[config.mk]
export PLATFORM = sky130hd
export DESIGN_NAME = meter_ctrl
export DESIGN_NICKNAME = d
export VERILOG_FILES = /design/src/rtl/meter_pkg.sv /design/src/rtl/edge_rise.sv /design/src/rtl/meter_ctrl.sv
export SDC_FILE = /design/constraint.sdc
export NUM_CORES = 1
export LEC_CHECK = 0
export ABC_AREA = 1
export CORE_ASPECT_RATIO = 1.4
export CORE_MARGIN = 2
export CORE_UTILIZATION = 50
export CTS_CLUSTER_DIAMETER = 60
export DETAILED_ROUTE_END_ITERATION = 10
export GPL_TIMING_DRIVEN = 0
export PLACE_DENSITY = 0.71
export SLEW_MARGIN = 15
export SYNTH_ARGS = -nofsm -noshare
export SYNTH_HDL_FRONTEND = slang
export SYNTH_SLANG_ARGS = --single-unit
export TNS_END_PERCENT = 50
[constraint.sdc]
create_clock -name clk -period 5.2 [get_ports clk]
set_clock_uncertainty 0.05 [all_clocks]
set_input_delay 0.78 -clock clk [delete_from_list [all_inputs] [get_ports clk]]
set_output_delay 0.78 -clock clk [all_outputs]
set_load 0.005 [all_outputs]
[src/rtl/meter_pkg.sv]
// meter_pkg: shared encodings and defaults for the parking meter front end.
// Imported by meter_ctrl; the scanner sees only VAL_W-wide values.
package meter_pkg;

  localparam int VAL_W = 20;
  localparam int MAX_VAL = 99;
  localparam int COIN1_VAL = 1;
  localparam int COIN5_VAL = 5;

  typedef enum logic [1:0] {
    IDLE  = 2'd0,
    ACCUM = 2'd1,
    RUN   = 2'd2,
    DONE  = 2'd3
  } state_t;

endpackage

[src/rtl/edge_rise.sv]
// edge_rise: registered rising-edge detector; prev resets high so a
// level held through reset is not seen as an edge.
module edge_rise (
  input  logic clk,
  input  logic rst_n,
  input  logic d,
  output logic pulse
);

  logic prev;

  always_ff @(posedge clk or negedge rst_n) begin
    if (!rst_n) prev <= 1'b1;
    else        prev <= d;
  end

  assign pulse = d & ~prev;

endmodule

[src/rtl/meter_ctrl.sv]
// meter_ctrl: coin accumulation, money-to-time conversion and 1 Hz
// countdown feeding the 4-digit display scanner.
module meter_ctrl #(
  parameter int TICK_DIV      = 1000,
  parameter int TIME_PER_YUAN = 2,
  parameter int MAX_VAL       = meter_pkg::MAX_VAL
) (
  input  logic                        clk,
  input  logic                        rst_n,
  input  logic                        coin1,
  input  logic                        coin5,
  input  logic                        start,
  input  logic                        clear,
  output logic [meter_pkg::VAL_W-1:0] time_left,
  output logic [meter_pkg::VAL_W-1:0] money,
  output logic                        running,
  output logic                        expired
);

  import meter_pkg::*;

  localparam int W1 = VAL_W + 1;
  localparam int PW = $clog2(TICK_DIV);
  localparam logic [W1-1:0] MAXW = W1'(MAX_VAL);
  localparam logic [PW-1:0] LAST = PW'(TICK_DIV - 1);

  logic c1_p;
  logic c5_p;
  logic st_p;
  logic cl_p;

  edge_rise u_c1 (.clk(clk), .rst_n(rst_n), .d(coin1), .pulse(c1_p));
  edge_rise u_c5 (.clk(clk), .rst_n(rst_n), .d(coin5), .pulse(c5_p));
  edge_rise u_st (.clk(clk), .rst_n(rst_n), .d(start), .pulse(st_p));
  edge_rise u_cl (.clk(clk), .rst_n(rst_n), .d(clear), .pulse(cl_p));

  state_t            state;
  logic [PW-1:0]     presc;
  logic              tick;
  logic              in_sess;
  logic [W1-1:0]     add;
  logic [W1-1:0]     credit;
  logic [W1-1:0]     m_sum;
  logic [W1-1:0]     t_sum;
  logic [VAL_W-1:0]  m_sat;
  logic [VAL_W-1:0]  t_sat;

  // IDLE and DONE start a fresh session, so they credit from zero
  always_comb begin
    in_sess = (state == ACCUM) || (state == RUN);
    tick    = (state == RUN) && (presc == LAST);
    add     = '0;
    if (c1_p) add = add + W1'(COIN1_VAL);
    if (c5_p) add = add + W1'(COIN5_VAL);
    credit  = add * W1'(TIME_PER_YUAN);
    m_sum   = add + (in_sess ? {1'b0, money} : '0);
    t_sum   = credit + (in_sess ? {1'b0, time_left} : '0) - W1'(tick);
    m_sat   = (m_sum > MAXW) ? MAXW[VAL_W-1:0] : m_sum[VAL_W-1:0];
    t_sat   = (t_sum > MAXW) ? MAXW[VAL_W-1:0] : t_sum[VAL_W-1:0];
  end

  always_ff @(posedge clk or negedge rst_n) begin
    if (!rst_n) begin
      state     <= IDLE;
      presc     <= '0;
      money     <= '0;
      time_left <= '0;
      running   <= 1'b0;
      expired   <= 1'b0;
    end else if (cl_p) begin
      state     <= IDLE;
      presc     <= '0;
      money     <= '0;
      time_left <= '0;
      running   <= 1'b0;
      expired   <= 1'b0;
    end else begin
      unique case (state)
        IDLE: begin
          if (add != '0) begin
            state     <= ACCUM;
            money     <= m_sat;
            time_left <= t_sat;
          end
        end
        ACCUM: begin
          money     <= m_sat;
          time_left <= t_sat;
          if (st_p && (m_sat != '0)) begin
            state   <= RUN;
            presc   <= '0;
            running <= 1'b1;
          end
        end
        RUN: begin
          money     <= m_sat;
          time_left <= t_sat;
          presc     <= tick ? '0 : presc + 1'b1;
          if (tick && (t_sat == '0)) begin
            state   <= DONE;
            running <= 1'b0;
            expired <= 1'b1;
          end
        end
        DONE: begin
          if (add != '0) begin
            state     <= ACCUM;
            money     <= m_sat;
            time_left <= t_sat;
            expired   <= 1'b0;
          end
        end
      endcase
    end
  end

endmodule

==> results by group, run 1 <==
Outcome
  • Status: finished, final reports clean

Place
  • DP Worst Slack: 26.6 ps
  • Post-DP HPWL: 9540 µm
  • Routability congestion estimate: 0.931
  • PortBufs: 47

STA
  • Fmax: 212 MHz
  • Final Hold Vio Count: 0
  • Final period utilization: 0.908
  • Unrepaired setup endpoints after global routing: false
  • # setup viols final: 0
  • Max-slew violation count: 0
  • Rel. slew slack: 0.502
  • Setup slack after layout: 481 ps
  • Slew @ Worst Pin: 747 ps
  • Setup tns final: 0 ps
  • Min Hold Slack: 426 ps
  • Min Tclk post-route: 4720 ps

Floorplan
  • Die height: 121 µm
  • Top-level I/O count: 48
  • Initial Utilization: 0.514
  • Num rows: 42
  • Core Box Area: 9460 µm²
  • Die area: 10500 µm²
  • Die span in x: 87.3 µm

Synthesis
  • Post-Syn Instances: 751
  • Area contributors post-synth: dfrtp_1 (28%), nand2_1 (15%), inv_1 (11%), nor2_1 (9.7%), ha_1 (8.5%)
  • Netlist cell types: 43
  • Syn Nets: 792
  • Post-synth top area cell: dfrtp_1
  • Synth warnings: 0
  • Main synth FF type: dfrtp_1
  • Sequential-to-total area share from yosys stat: 0.300
  • Post-synth top area share: 0.278
  • Post-synth EDFFs: 0
  • Synthesized area: 4860 µm²
  • Syn Area/Cell: 6.47 µm²
  • Ys async rst share: 1.00
  • Register bit count reported by yosys: 58

Hold path
  • Hold/Removal Path Class: flop to flop

Clocking
  • CTS tree: done
  • Postcts setup bufs: 0
  • CTS Root Cell: clkbuf_16
  • H-tree Lvls: 3
  • Clock-pin slew on the worst setup and hold paths: 50 ps
  • Number of clock buffers inserted by TritonCTS: 9
  • Worst skew pair latency: 340 ps
  • Num Clock Sinks: 58
  • Longest Clk Path Bufs: 2

Layout
  • Post-layout nets: 850
  • Commonest non-fill, non-tap cells in the layout: nand2_1 (196), inv_1 (136), nor2_1 (123), dfrtp_1 (54), nand3_1 (53)
  • Fillers: 891
  • Final core occ: 0.606
  • ANT cells: 0
  • Layout cells sized above 1: 0.0688
  • Area Growth Syn to Fin: 18.0%
  • Most common cell after layout, fill and taps aside: nand2_1

Worst setup path
  • Arrival @ worst endpoint: 4890 ps
  • Crit Path Class: input pin to flop
  • Worst Setup Start Kind: input pin
  • Critical Path RT: 5370 ps
  • Slowest-stage cell, CP: clkdlybuf4s50_1
  • CP max FO: 6
  • CP most frequent cell: nand2_1
  • Crit. End Element: flop
  • Slowest cell delay on critical path: 480 ps

Detailed routing
  • Pre-Repair DR Iteration Count: 6
  • Final ANT Viol Nets: 0
  • Via count: 4866
  • Initial DRC count: 208
  • Via density: 5.27
  • DRC Markers: 0
  • Final wirelength: 12400 µm
  • Wire per inst: 13.5 µm

Global route
  • First-pass GRT wire length: 20800 µm
  • Pin count of the biggest net entering global routing: 59
  • Antenna violations before repair: 0
  • Gr usage total: 0.248
  • Vias in the first global route: 4910
  • GRT overflow: 0

Power
  • VDD IR max: 0.263 mV
  • Power density over the cells: 483 nW/µm²
  • Leak: 2.91 nW

Job
  • Max-cap violation count: 0
per-layer routing:
layer	vias to the layer above	track usage	wire length, µm
li1	2444	-	-
met1	2255	0.276	5010
met2	131	0.443	6600
met3	36	0.0416	419
met4	0	0.122	412
met5	-	0	0
state kept, by name, indices dropped and copies added (netlist names):
register / count
time_left: 20
expired: 1
running: 1
u_cl.prev: 1
u_c1.prev: 1
state: 2
u_c5.prev: 1
u_st.prev: 1
money: 20
presc: 10
cell families (layout without fill, tap and decap cells):
group                    Yosys count  count (layout)  share of synthesized area
AND/OR/NAND/NOR                  427             427                      0.379
buffers and inverters            152             215                      0.124
AO/OA/AOI/OAI                     61              61                     0.0716
flip-flops                        58              58                      0.300
adder cells (fa/ha/maj)           35              35                     0.0932
XOR/XNOR                          18              18                     0.0324
synth_stat cells (9+ instances only):
library cell    n
nor3_1         11
a21oi_1        17
o21ai_1        10
ha_1           33
dfrtp_1        54
nand4_1         9
nor2_2         10
inv_1         136
nor2_1        125
o21ai_0        19
nand3_1        53
nand2_1       196
xor2_1         14
critical path, delay by kind of cell:
| kind | cells | cell delay [ps] |
|---|---|---|
| adder cells (fa/ha/maj) | 4 | 1190 |
| buffers and inverters | 7 | 930 |
| AND/OR/NAND/NOR | 18 | 1980 |
final timing paths:
check,start,end,slack [ps],depth (start not counted)
setup / recovery,coin5,state[0],480,29
hold / removal,expired,expired,430,2
setup reg to reg,state[0],presc[2],750,27
hold reg to reg,expired,expired,430,2
max in group asynchronous,rst_n,presc[8],4140,1
min in group asynchronous,rst_n,money[17],470,1
metrics by stage:
| step | cell area (µm²) | total power [mW] | std cells |
|---|---|---|---|
| 6_report | 5730 | 2.77 | 924 |
| 3_5_place_dp | 5460 | 2.20 | 908 |
| 4_1_cts | 5730 | 2.76 | 924 |
| 5_1_grt | 5730 | 3.02 | 924 |
| 3_3_place_gp | 5470 | 2.16 | 908 |
| 2_1_floorplan | 4860 | 1.76 | 751 |
timing repair:
item	4_1_cts	5_1_grt
setup endpoints to repair	0	4
gates resized for setup	0	2
hold buffers	0	0
power breakdown:
part           internal (mW)  switching (mW)
clock                  0.333           0.214
combinational          0.563            1.12
sequential             0.502          0.0415
total                   1.40            1.37
layout make-up:
type                       instances  area (µm²)  share of cell area
multi-input combinational        541        2800               0.489
sequential                        58        1460               0.254
inverter                         141         532              0.0927
timing repair buffer              47         468              0.0816
clock buffer                      13         250              0.0436
tap                              110         138              0.0240
buffer                            11        72.6              0.0127
clock inverter                     3        15.0             0.00262
(Power assumes the default switching activity.)
==> inputs of run 2 (changes only) <==
HOLD_SLACK_MARGIN = 0.06   (was unset)
SETUP_SLACK_MARGIN = 0.2   (was unset)
==> run 2 against run 1 <==
Sequential power hardly changed; global-route usage is the same; wire length hardly changed; largest power group unchanged.
==> results by group, run 2 (synthesis results as in run 1) <==
Outcome
  • Status: finished, final reports clean

Power
  • P_int: 1.40 mW
  • Power density over the cells: 482 nW/µm²
  • Psw: 1.37 mW
  • Leak: 2.91 nW
  • Switch share: 0.495
  • VDD IR max: 0.263 mV
  • Comb pwr share: 0.606
  • Clock power frac: 0.198
  • Sequential power share: 0.196
  • Pwr Total: 2.77 mW

Worst setup path
  • Terminus of the critical flop-to-flop path: presc[2]
  • Crit Path Class: input pin to flop
  • Critical Path RT: 5370 ps
  • CP max FO: 6
  • Crit path from: coin5
  • Worst reg2reg path depth: 27
  • R2r startpoint: state[0]
  • Crit. End Element: flop
  • Worst Setup Start Kind: input pin
  • Reg-to-reg setup timing slack: 750 ps
  • Arrival @ worst endpoint: 4730 ps

Hold path
  • Worst hold stages: 2
  • Endpoint, Worst Hold: expired
  • HP Start: expired
  • Hold/Removal Path Class: flop to flop

Detailed routing
  • Final ANT Viol Nets: 0
  • Wire per inst: 13.5 µm
  • Via density: 5.26
  • DRC Markers: 0
  • Pre-Repair DR Iteration Count: 6
  • Final wirelength: 12400 µm
  • Initial DRC count: 216
  • Via count: 4863

Floorplan
  • Top-level I/O count: 48
  • Die span in x: 87.3 µm
  • Die height: 121 µm
  • Initial Utilization: 0.514
  • Die area: 10500 µm²
  • Core Box Area: 9460 µm²
  • Num rows: 42

Global route
  • GRT overflow: 0
  • Vias in the first global route: 4910
  • Gr usage total: 0.248
  • Pin count of the biggest net entering global routing: 59
  • First-pass GRT wire length: 20800 µm
  • Antenna violations before repair: 0

Clocking
  • CTS Root Cell: clkbuf_16
  • Longest Clk Path Bufs: 2
  • Worst skew pair latency: 340 ps
  • H-tree Lvls: 3
  • Clock-pin slew on the worst setup and hold paths: 50 ps
  • Num Clock Sinks: 58
  • CTS Hold Bufs: 0
  • Number of clock buffers inserted by TritonCTS: 9
  • CTS tree: done

Place
  • PortBufs: 47
  • Post-DP HPWL: 9540 µm
  • Routability congestion estimate: 0.931
  • DP Worst Slack: 26.6 ps

STA
  • Final Hold Vio Count: 0
  • Setup slack after layout: 641 ps
  • Min Tclk post-route: 4560 ps
  • Slew @ Worst Pin: 748 ps
  • Max-slew violation count: 0
  • # setup viols final: 0
  • Final period utilization: 0.877
  • Unrepaired setup endpoints after global routing: false
  • Rel. slew slack: 0.501
  • Fmax: 219 MHz
  • Setup tns final: 0 ps

Layout
  • Commonest non-fill, non-tap cells in the layout: nand2_1 (195), inv_1 (136), nor2_1 (123), dfrtp_1 (54), nand3_1 (53)
  • Area Growth Syn to Fin: 18.3%
  • Layout cells sized above 1: 0.0700
  • Post-layout nets: 850
  • Fillers: 889
  • ANT cells: 0
  • Most common cell after layout, fill and taps aside: nand2_1
  • Largest regs: money x20, time_left x20, presc x10

Job
  • Max-cap violation count: 0
-- run 2: final cells by class --
type                       instances  area [µm²]  area share
timing repair buffer              47         468      0.0814
sequential                        58        1460       0.253
clock inverter                     3        15.0     0.00261
clock buffer                      13         250      0.0435
tap                              110         138      0.0239
buffer                            11        72.6      0.0126
multi-input combinational        541        2820       0.490
inverter                         141         532      0.0925
-- run 2: through the flow --
step / hold WS [ps] / util / instances / cell area (µm²)
3_5_place_dp: 411 / 0.578 / 908 / 5460
4_1_cts: 428 / 0.606 / 924 / 5730
6_report: 426 / 0.608 / 924 / 5750
5_1_grt: 442 / 0.608 / 924 / 5750
2_1_floorplan: 414 / - / 751 / 4860
3_3_place_gp: 411 / 0.578 / 908 / 5470
-- run 2: layer usage --
layer / GRT usage / share of wire / up-vias
met1: 0.276 / 0.40 / 2252
met3: 0.0416 / 0.035 / 36
li1: - / - / 2444
met5: 0 / 0 / -
met4: 0.122 / 0.033 / 0
met2: 0.443 / 0.53 / 131
-- run 2: repair_timing --
action	4_1_cts	5_1_grt
setup buffers	0	0
endpoints found under the setup margin	0	7
endpoints found under the hold margin	0	0
resized for setup	0	5
-- run 2: how the worst max path moves through the flow --
stage / depth (start not counted) / slack, ps / endpoint
after floorplan: 28 / 1310 / state[0]
after global placement: 29 / 110 / state[1]
after detailed placement: 29 / 30 / state[1]
after CTS: 29 / 340 / state[1]
after global routing: 29 / 250 / state[1]
final: 27 / 640 / state[0]
-- run 2: power by group through the flow --
| stage | registers (mW) | clock network [mW] | logic, mW |
|---|---|---|---|
| after detailed placement | 0.551 | 0 | 1.65 |
| after global placement | 0.550 | 0 | 1.61 |
| after floorplan | 0.544 | 0 | 1.21 |
| final | 0.544 | 0.547 | 1.68 |
| after CTS | 0.544 | 0.553 | 1.67 |
| after global routing | 0.549 | 0.572 | 1.90 |
-- run 2: critical path, cell delays in order --
cell	delay [ps]
clkdlybuf4s50_1	480
inv_1	70
nor2_4	130
inv_1	110
ha_1	310
inv_1	50
ha_1	270
inv_1	60
ha_1	190
inv_1	70
fa_1	400
inv_1	90
nand3_1	90
nand2_1	130
nand4_1	140
nand2_1	160
nand3_1	120
nand2_1	100
nand2_1	60
nand2_1	90
nand4_1	150
nor2_4	170
nand4_1	150
nand2_2	150
nand2_1	80
nand2_1	60
nand2_1	50
==> inputs of run 3 (changes only) <==
PLACE_DENSITY = 0.74   (was 0.71)
clock period = 3.7 ns   (was 5.2 ns; I/O delays follow)
==> run 3 against run 2 <==
The run now ends with setup timing left; combinational power increased by 99%; cell area is 17% higher; power grew 86%; global-route usage grew 2.3 points; utilization is 10 points higher; largest cell class unchanged; cell count rose by 4.1%; sequential power is 40% higher; clock power is 90% higher; sequential share of layout area down 3.7 points.
==> results by group, run 3 (synthesis results as in run 1) <==
Detailed routing
  • DRC Markers: 0
  • Wire per inst: 15.1 µm
  • Via count: 5153
  • Initial DRC count: 387
  • Final wirelength: 14500 µm
  • Pre-Repair DR Iteration Count: 5
  • Via density: 5.36
  • Final ANT Viol Nets: 0

Clocking
  • CTS Hold Bufs: 0
  • H-tree Lvls: 3
  • Num Clock Sinks: 58
  • Worst skew pair latency: 330 ps
  • CTS tree: done
  • Longest Clk Path Bufs: 2
  • CTS Root Cell: clkbuf_16
  • Number of clock buffers inserted by TritonCTS: 9
  • Clock-pin slew on the worst setup and hold paths: 60 ps

STA
  • Min Tclk post-route: 3760 ps
  • # setup viols final: 9
  • Slew @ Worst Pin: 758 ps
  • Fmax: 266 MHz
  • Max-slew violation count: 0
  • Final period utilization: 1.02
  • Unrepaired setup endpoints after global routing: true
  • Final Hold Vio Count: 0
  • Rel. slew slack: 0.495
  • Setup slack after layout: -59.8 ps

Global route
  • First-pass GRT wire length: 22900 µm
  • Vias in the first global route: 4966
  • Gr usage total: 0.270
  • Antenna violations before repair: 0
  • GRT overflow: 0
  • Pin count of the biggest net entering global routing: 59

Outcome
  • Status: finished with violations
  • Violated checks: setup timing

Layout
  • Commonest non-fill, non-tap cells in the layout: nand2_1 (168), inv_1 (121), nor2_1 (109), dfrtp_1 (54), nand3_1 (46)
  • Post-layout nets: 888
  • Post-Layout Cell Count: 962
  • ANT cells: 0
  • Fillers: 737
  • Largest regs: money x20, time_left x20, presc x10
  • Area Growth Syn to Fin: 38.5%
  • Layout cells sized above 1: 0.242
  • Most common cell after layout, fill and taps aside: nand2_1

Power
  • VDD IR max: 0.715 mV
  • Leak: 3.28 nW
  • Power density over the cells: 765 nW/µm²

Floorplan
  • Top-level I/O count: 48
  • Initial Utilization: 0.514
  • Core Box Area: 9460 µm²
  • Die span in x: 87.3 µm
  • Num rows: 42
  • Die area: 10500 µm²
  • Die height: 121 µm

Worst setup path
  • Arrival @ worst endpoint: 3930 ps
  • R2r startpoint: state[0]
  • Worst Setup Start Kind: flop
  • Slowest-stage cell, CP: dfrtp_1
  • Crit Path Class: flop to flop
  • CP most frequent cell: nand2_1
  • Crit. End Element: flop
  • Slowest cell delay on critical path: 390 ps
  • CP max FO: 7
  • Crit path from: state[0]
  • Critical Path RT: 3870 ps

Job
  • Max-cap violation count: 0

Place
  • Post-DP HPWL: 9510 µm
  • DP Worst Slack: -947 ps
  • PortBufs: 47
  • Routability congestion estimate: 0.895
  • Placed cell count: 908

Hold path
  • Hold/Removal Path Class: input pin to asynchronous set/reset pin
-- run 3: cell count changes in the layout (fill, tap and decap cells not counted), sizes merged --
cell,change
clkinv,-2
clkbuf,-2
bufinv,+4
buf,+37
bufbuf,+1
dlygate4sd2,+1
clkdlybuf4s50,-2
clkdlybuf4s15,+1
-- run 3: layout make-up --
| type | count | area [µm²] | share of cell area |
|---|---|---|---|
| multi-input combinational | 541 | 3290 | 0.489 |
| sequential | 58 | 1460 | 0.216 |
| timing repair buffer | 85 | 821 | 0.122 |
| inverter | 141 | 539 | 0.0801 |
| clock buffer | 11 | 243 | 0.0361 |
| tap | 110 | 138 | 0.0204 |
| clock inverter | 5 | 125 | 0.0186 |
| buffer | 11 | 119 | 0.0177 |
-- run 3: worst max-delay path: cells and delay by family (launching register included) --
kind                       cells  cell delay, ps
and+or+nand+nor               18            1720
adders and majority gates      4             910
buffers and inverters          7             550
DFF                            1             390
-- run 3: per-stage QoR --
stage | area [µm²] | utilization | setup TNS, ps | hold slack (ps) | total power, mW
after floorplan | 4910 | - | 0 | 209 | 2.54
after global placement | 5520 | 0.584 | -11810 | 407 | 3.08
after detailed placement | 5520 | 0.584 | -14100 | 416 | 3.14
after CTS | 6450 | 0.682 | 0 | 273 | 4.83
after global routing | 6730 | 0.712 | -3590 | 318 | 5.53
final | 6730 | 0.712 | -169 | 222 | 5.15
-- run 3: layer usage --
layer	vias to the layer above	share of wire	GRT usage
li1	2516	-	-
met1	2388	0.40	0.340
met2	201	0.51	0.460
met3	48	0.057	0.0526
met4	0	0.035	0.0856
met5	-	0	0
-- run 3: final timing paths --
kind                            cells past startpoint  slack [ps]            to
worst min-delay path                                1         220  time_left[4]
worst max register to register                     29         -60      state[1]
worst min register to register                      2         430       running
min in group clk                                    1         370     u_c1.prev
max in group asynchronous                           1        2850      money[1]
worst max-delay path                               29         -60      state[1]
-- run 3: power breakdown --
| group | leakage, nW | internal [mW] | switching (mW) |
|---|---|---|---|
| sequential | 0.774 | 0.706 | 0.0564 |
| combinational | 2.33 | 1.41 | 1.93 |
| clock | 0.180 | 0.743 | 0.302 |
| total | 3.28 | 2.86 | 2.29 |
-- run 3: repair_timing --
| action | in CTS | in global routing |
|---|---|---|
| pin swaps | 30 | 26 |
| resized for setup | 67 | 73 |
| gates cloned | 2 | 0 |
| setup buffers | 31 | 5 |
| setup endpoints to repair | 28 | 28 |
